--- src/rtl/err_compute_if.sv ---
// Command/status and A2D handshake bundle for err_compute.
// master: the error block itself; slave: sequencer/A2D side.
interface err_compute_if;
    logic        strt;
    logic [2:0]  chnnl;
    logic        a2d_strt;
    logic        cnv_cmplt;
    logic [11:0] res;
    logic [10:0] err_sat;
    logic        err_vld;
    logic        busy;

    modport master (
        input  strt,
        input  cnv_cmplt,
        input  res,
        output chnnl,
        output a2d_strt,
        output err_sat,
        output err_vld,
        output busy
    );

    modport slave (
        output strt,
        output cnv_cmplt,
        output res,
        input  chnnl,
        input  a2d_strt,
        input  err_sat,
        input  err_vld,
        input  busy
    );
endinterface

--- src/rtl/err_compute.sv ---
// Sweeps 8 IR channels through the A2D, forms a signed weighted sum
// and publishes it saturated to 11 bits with a one-clock valid pulse.
module err_compute #(
    parameter int SETTLE = 4
) (
    input  logic          clk,
    input  logic          rst_n,
    err_compute_if.master bus
);

    typedef enum logic [2:0] {
        S_IDLE,
        S_SETTLE,
        S_REQ,
        S_WAIT,
        S_DONE
    } state_t;

    localparam logic [7:0] CNT_LAST = 8'(SETTLE - 1);

    state_t             state;
    logic [7:0]         cnt;
    logic signed [16:0] acc;
    logic [2:0]         chnnl;
    logic               a2d_strt;
    logic [10:0]        err_sat;
    logic               err_vld;
    logic               busy;

    logic [16:0]        mag;
    logic signed [16:0] term;
    logic signed [16:0] acc_nxt;
    logic [10:0]        sat;

    // Weight is +/-2^(ch>>1): odd channels subtract.
    always_comb begin
        mag     = {5'b0, bus.res} << chnnl[2:1];
        term    = chnnl[0] ? -signed'(mag) : signed'(mag);
        acc_nxt = acc + term;
    end

    always_comb begin
        sat = acc_nxt[10:0];
        unique case (1'b1)
            (acc_nxt > 17'sd1023):  sat = 11'h3FF;
            (acc_nxt < -17'sd1024): sat = 11'h400;
            default:                sat = acc_nxt[10:0];
        endcase
    end

    always_ff @(posedge clk or negedge rst_n) begin
        if (!rst_n) begin
            state    <= S_IDLE;
            cnt      <= '0;
            acc      <= '0;
            chnnl    <= '0;
            a2d_strt <= 1'b0;
            err_sat  <= '0;
            err_vld  <= 1'b0;
            busy     <= 1'b0;
        end else begin
            a2d_strt <= 1'b0;
            err_vld  <= 1'b0;
            unique case (state)
                S_IDLE: begin
                    if (bus.strt) begin
                        acc   <= '0;
                        chnnl <= '0;
                        cnt   <= '0;
                        busy  <= 1'b1;
                        state <= S_SETTLE;
                    end
                end
                S_SETTLE: begin
                    cnt <= cnt + 8'd1;
                    if (cnt == CNT_LAST) begin
                        a2d_strt <= 1'b1;
                        state    <= S_REQ;
                    end
                end
                S_REQ: begin
                    state <= S_WAIT;
                end
                S_WAIT: begin
                    if (bus.cnv_cmplt) begin
                        acc <= acc_nxt;
                        if (chnnl == 3'd7) begin
                            // Saturate from the final sum so
                            // value and valid land together.
                            err_sat <= sat;
                            err_vld <= 1'b1;
                            state   <= S_DONE;
                        end else begin
                            chnnl <= chnnl + 3'd1;
                            cnt   <= '0;
                            state <= S_SETTLE;
                        end
                    end
                end
                S_DONE: begin
                    busy  <= 1'b0;
                    chnnl <= '0;
                    state <= S_IDLE;
                end
                default: begin
                    state <= S_IDLE;
                end
            endcase
        end
    end

    assign bus.chnnl    = chnnl;
    assign bus.a2d_strt = a2d_strt;
    assign bus.err_sat  = err_sat;
    assign bus.err_vld  = err_vld;
    assign bus.busy     = busy;

endmodule

--- src/flat_wrapper.sv ---
// flat-port wrapper written by rule: the top's interface ports become plain ports
module err_compute_flat 
#(
    parameter int SETTLE = 4
)
  (clk, rst_n, bus_strt, bus_cnv_cmplt, bus_res, bus_chnnl, bus_a2d_strt, bus_err_sat, bus_err_vld, bus_busy);
  err_compute_if bus_i ();
  input  logic clk;
  input  logic rst_n;
  input wire logic [$bits(bus_i.strt)-1:0] bus_strt;
  input wire logic [$bits(bus_i.cnv_cmplt)-1:0] bus_cnv_cmplt;
  input wire logic [$bits(bus_i.res)-1:0] bus_res;
  output wire logic [$bits(bus_i.chnnl)-1:0] bus_chnnl;
  output wire logic [$bits(bus_i.a2d_strt)-1:0] bus_a2d_strt;
  output wire logic [$bits(bus_i.err_sat)-1:0] bus_err_sat;
  output wire logic [$bits(bus_i.err_vld)-1:0] bus_err_vld;
  output wire logic [$bits(bus_i.busy)-1:0] bus_busy;
  assign bus_i.strt = bus_strt;
  assign bus_i.cnv_cmplt = bus_cnv_cmplt;
  assign bus_i.res = bus_res;
  assign bus_chnnl = bus_i.chnnl;
  assign bus_a2d_strt = bus_i.a2d_strt;
  assign bus_err_sat = bus_i.err_sat;
  assign bus_err_vld = bus_i.err_vld;
  assign bus_busy = bus_i.busy;
  err_compute #(.SETTLE(SETTLE)) u_core (.clk(clk), .rst_n(rst_n), .bus(bus_i));
endmodule
--- config.mk ---
export PLATFORM = sky130hd
export DESIGN_NAME = err_compute_flat
export DESIGN_NICKNAME = d
export VERILOG_FILES = /design/src/rtl/err_compute_if.sv /design/src/rtl/err_compute.sv /design/src/flat_wrapper.sv
export SDC_FILE = /design/constraint.sdc
export NUM_CORES = 1
export LEC_CHECK = 0
export BUFFER_PORTS_ARGS = -buffer_cell sky130_fd_sc_hd__buf_4
export CORE_MARGIN = 1.5
export CORE_UTILIZATION = 38
export CTS_CLUSTER_SIZE = 28
export DETAILED_ROUTE_END_ITERATION = 6
export GPL_TIMING_DRIVEN = 0
export PLACE_DENSITY = 0.66
export RECOVER_POWER = 25
export SETUP_SLACK_MARGIN = 0.2
export SLEW_MARGIN = 25
export SYNTH_ARGS = -nofsm -noshare
export SYNTH_HDL_FRONTEND = slang
export SYNTH_SLANG_ARGS = --single-unit
--- constraint.sdc ---
create_clock -name clk -period 6.1 [get_ports clk]
set_input_delay 0.61 -clock clk [delete_from_list [all_inputs] [get_ports clk]]
set_output_delay 0.61 -clock clk [all_outputs]
set_load 0.03 [all_outputs]
==> impl_metrics.tcl <==
set metrics [dict create \
    master_cell_of_the_clock_root_buffer "sky130_fd_sc_hd__clkbuf_8" \
    max_cap_viol_count 1 \
    grt_antenna_before_repair 0 \
    global_route_wire_length_before_repair_um 14400 \
    unrepaired_setup_endpoints_after_global_routing "no" \
    leakagePower_uw 0.00170 \
    run_status "finished with violations" \
    routed-via-count 3245 \
    layout-drive-gt1-share_pct 12.3 \
    grt_util_all_layers_pct 17.9 \
    grt_start_max_net_pins 46 \
    synth_seq_area_share_pct 32.0 \
    initial_core_util_pct 39.7 \
    synthToLayoutAreaGrowth_pct 14.0 \
    critical_path.reg2reg.startpoint "u_core.bus.chnnl[1]" \
    timing.critical_path.fanout_max 10 \
    syn-mean-instance-area_um2 8.43 \
    startpoint "u_core.bus.chnnl[1]" \
    drt-met1-wl_um 4090 \
    core_area_um2 8850 \
    whs_ns 0.504 \
    cts_buffers 5 \
    tightest_slew_ns 2.45 \
    place_congestion 0.844 \
    grt.overflow.total 0 \
    first_global_vias 2983 \
    drcViolationCount 0 \
    flops_latches_synth 45 \
    required_ns 6.27 \
    violations_in_the_final_reports "max-capacitance violations, max-slew violations" \
    setup_total_negative_slack_ns 0 \
    worstHoldStart "u_core.acc[16]" \
    critical_path.endpoint_type "register" \
    synth_edf_count 0 \
    drt_pre_antenna_iters 5 \
    dp_hpwl_um 6500 \
    timing.final.setup_violations 0 \
    power.ir.vdd_worst_mv 0.204 \
    avgRoutedWirePerCell_um 15.2 \
    cts_tree "built" \
    port_buffers 32 \
    cts.path.max_buffers 2 \
    syn-cell-area_um2 3520 \
    postCtsHoldBufs 0 \
    insertedDiodeCount 0 \
    cts-resized-gates 0 \
    final.period_utilization_pct 86.1 \
    fin_skew_ns 0.00620 \
    cts.sinks 45 \
    place_area_um2 3890 \
    placed_cells_incl_taps 557 \
    ys_types 62 \
    num_io_pins 33 \
    hold_viol 0 \
    yosysWarningCount 0 \
    syn_nets 454 \
    die_area_um2 9840 \
    worst_setup_path_start_kind "register" \
    max_freq_mhz 190 \
    synth_ff_type "sky130_fd_sc_hd__dfrtp_1" \
    final_cell_count_no_fill 565 \
    fin_total_pwr_uw 2370 \
    number_of_nets_in_the_layout 493 \
    max-slew-margin-rel_pct -63.4 \
    hp-class "register to register" \
    route.antenna.remaining_nets 0 \
    period_needed_ns 5.25 \
    clk-insertion-delay-late_ns 0.30 \
    clkTransAtPathRegs_ns 0.09 \
    synth_cells 417 \
    met3WireLength_um 296 \
    ys_async_sr_fraction_pct 100 \
    die-height_um 99.2 \
    worstSetupPathType "register to register" \
    wl_um 8580 \
    clock_tree.htree_level_count 2 \
    wl_met2_um 4020 \
    std_cell_rows 34 \
    drt_iter0_drc 174 \
    highest_layer "met4" \
    route.detailed.vias_per_inst 5.74 \
    final_area_um2 4010 \
    post_cts_buffers 0 \
    timing.final.max_slew_violations 46 \
    timing.critical_path.arrival_ns 5.42 \
    die-width_um 99.2 \
    power.density_cell_area_nw_per_um2 591 \
]
[power breakdown]
part | internal [µW] | switching [µW] | leakage [µW] | total (µW)
Sequential | 370 | 51.5 | 0.000544 | 422
Combinational | 674 | 1030 | 0.00109 | 1710
Clock | 133 | 107 | 0.0000574 | 241
Total | 1180 | 1190 | 0.00170 | 2370
[worst paths after layout]
kind	to	slack (ns)	cells after the start
hold reg to reg	u_core.acc[16]	0.50	2
hold / removal	u_core.acc[16]	0.50	2
min in group asynchronous	u_core.bus.err_sat[6]	1.05	1
max in group asynchronous	u_core.acc[10]	3.66	1
setup / recovery	u_core.bus.err_sat[9]	0.85	18
setup reg to reg	u_core.bus.err_sat[9]	0.85	18
[placed cells by master, fill, tap and decap left out, drive strengths merged, types with 6 or more instances in the layout]
| master | synthesis | routed |
|---|---|---|
| nand4 | 6 | 6 |
| dfrtp | 45 | 45 |
| o22ai | 12 | 12 |
| a21oi | 22 | 22 |
| o21ai | 53 | 53 |
| nor2b | 8 | 8 |
| nand3 | 9 | 9 |
| clkbuf | 15 | 22 |
| ha | 20 | 20 |
| xnor2 | 17 | 17 |
| inv | 14 | 14 |
| nand2b | 9 | 9 |
| or2 | 6 | 6 |
| mux2i | 11 | 11 |
| nand2 | 45 | 45 |
| buf | 6 | 37 |
| nor2 | 32 | 32 |
| a22o | 13 | 13 |
[per-layer routing]
| layer | up-vias | global-route usage (%) |
|---|---|---|
| li1 | 1609 | - |
| met1 | 1550 | 25.1 |
| met2 | 73 | 29.0 |
| met3 | 13 | 1.76 |
| met4 | 0 | 6.18 |
| met5 | - | 0 |
[through the flow]
step	setup WS, ns	utilization, %
2_1_floorplan	1.22	-
3_3_place_gp	0.751	44.0
3_5_place_dp	0.658	44.0
4_1_cts	0.855	45.3
5_1_grt	0.414	45.3
6_report	0.850	45.3
[final cells by class]
cell class                      count  area, µm²
Tap cell                          108        135
Timing Repair Buffer               32        236
Sequential cell                    45       1130
Buffer                             21       92.6
Clock inverter                      2       37.5
Fill cell                         871       4840
Inverter                           14       52.6
Clock buffer                        6       82.6
Multi-Input combinational cell    337       2240
[state kept, by name, indices dropped and copies added (netlist names)]
signal               flops
u_core.bus.a2d_strt      1
u_core.bus.err_sat      11
u_core.state             3
u_core.cnt               8
u_core.acc              17
u_core.bus.chnnl         3
u_core.bus.busy          1
u_core.bus.err_vld       1
[kinds of logic after synthesis]
group                    count (synthesis)  synth area share, %
adder cells (fa/ha/maj)                 21                 7.69
flip-flops                              45                 32.0
AO/OA/AOI/OAI                          142                 27.2
XOR/XNOR                                22                 5.94
multiplexers                            12                 3.45
buffers and inverters                   35                 4.13
AND/OR/NAND/NOR                        140                 19.6
[Yosys cell counts (all sizes together) (2+ instances only)]
library cell	instances	area (µm²)
or2	6	37.5
inv	14	52.6
a21o	5	37.5
a22o	13	114
o311ai	2	17.5
o22ai	12	88.8
xor2	4	35.0
buf	6	36.3
dfrtp	45	1130
o211ai	3	22.5
o21ai	53	265
a2111oi	3	46.3
ha	20	250
a21oi	22	110
and3	5	31.3
nor2b	8	50.1
nor2	32	120
a41oi	2	36.3
clkbuf	15	56.3
a211oi	5	37.5
o31ai	5	37.5
mux2i	11	110
nand4b	2	17.5
o21a	2	15.0
nand2b	9	56.3
nand2	45	169
nand3	9	50.1
o31a	2	17.5
xnor2	17	149
a31oi	2	12.5
nor3	5	25.0
nand4	6	37.5
a211o	4	35.0
and2	4	25.0
or3	3	18.8
[worst max-delay path, cell delays in order (launching register included)]
cell                       delay [ns]
sky130_fd_sc_hd__dfrtp_1         0.39
sky130_fd_sc_hd__buf_6           0.14
sky130_fd_sc_hd__buf_2           0.22
sky130_fd_sc_hd__buf_1           0.39
sky130_fd_sc_hd__mux2i_1         0.27
sky130_fd_sc_hd__or2_2           0.15
sky130_fd_sc_hd__ha_1            0.19
sky130_fd_sc_hd__nand2b_1        0.10
sky130_fd_sc_hd__o31ai_1         0.30
sky130_fd_sc_hd__xnor2_1         0.16
sky130_fd_sc_hd__ha_1            0.30
sky130_fd_sc_hd__clkbuf_1        0.30
sky130_fd_sc_hd__a21oi_1         0.15
sky130_fd_sc_hd__o21ai_0         0.39
sky130_fd_sc_hd__nor3_1          0.10
sky130_fd_sc_hd__a211o_1         0.35
sky130_fd_sc_hd__or4b_2          0.73
sky130_fd_sc_hd__o22ai_4         0.32
sky130_fd_sc_hd__o22ai_1         0.15
No activity file was read; power rests on OpenSTA's default activity.
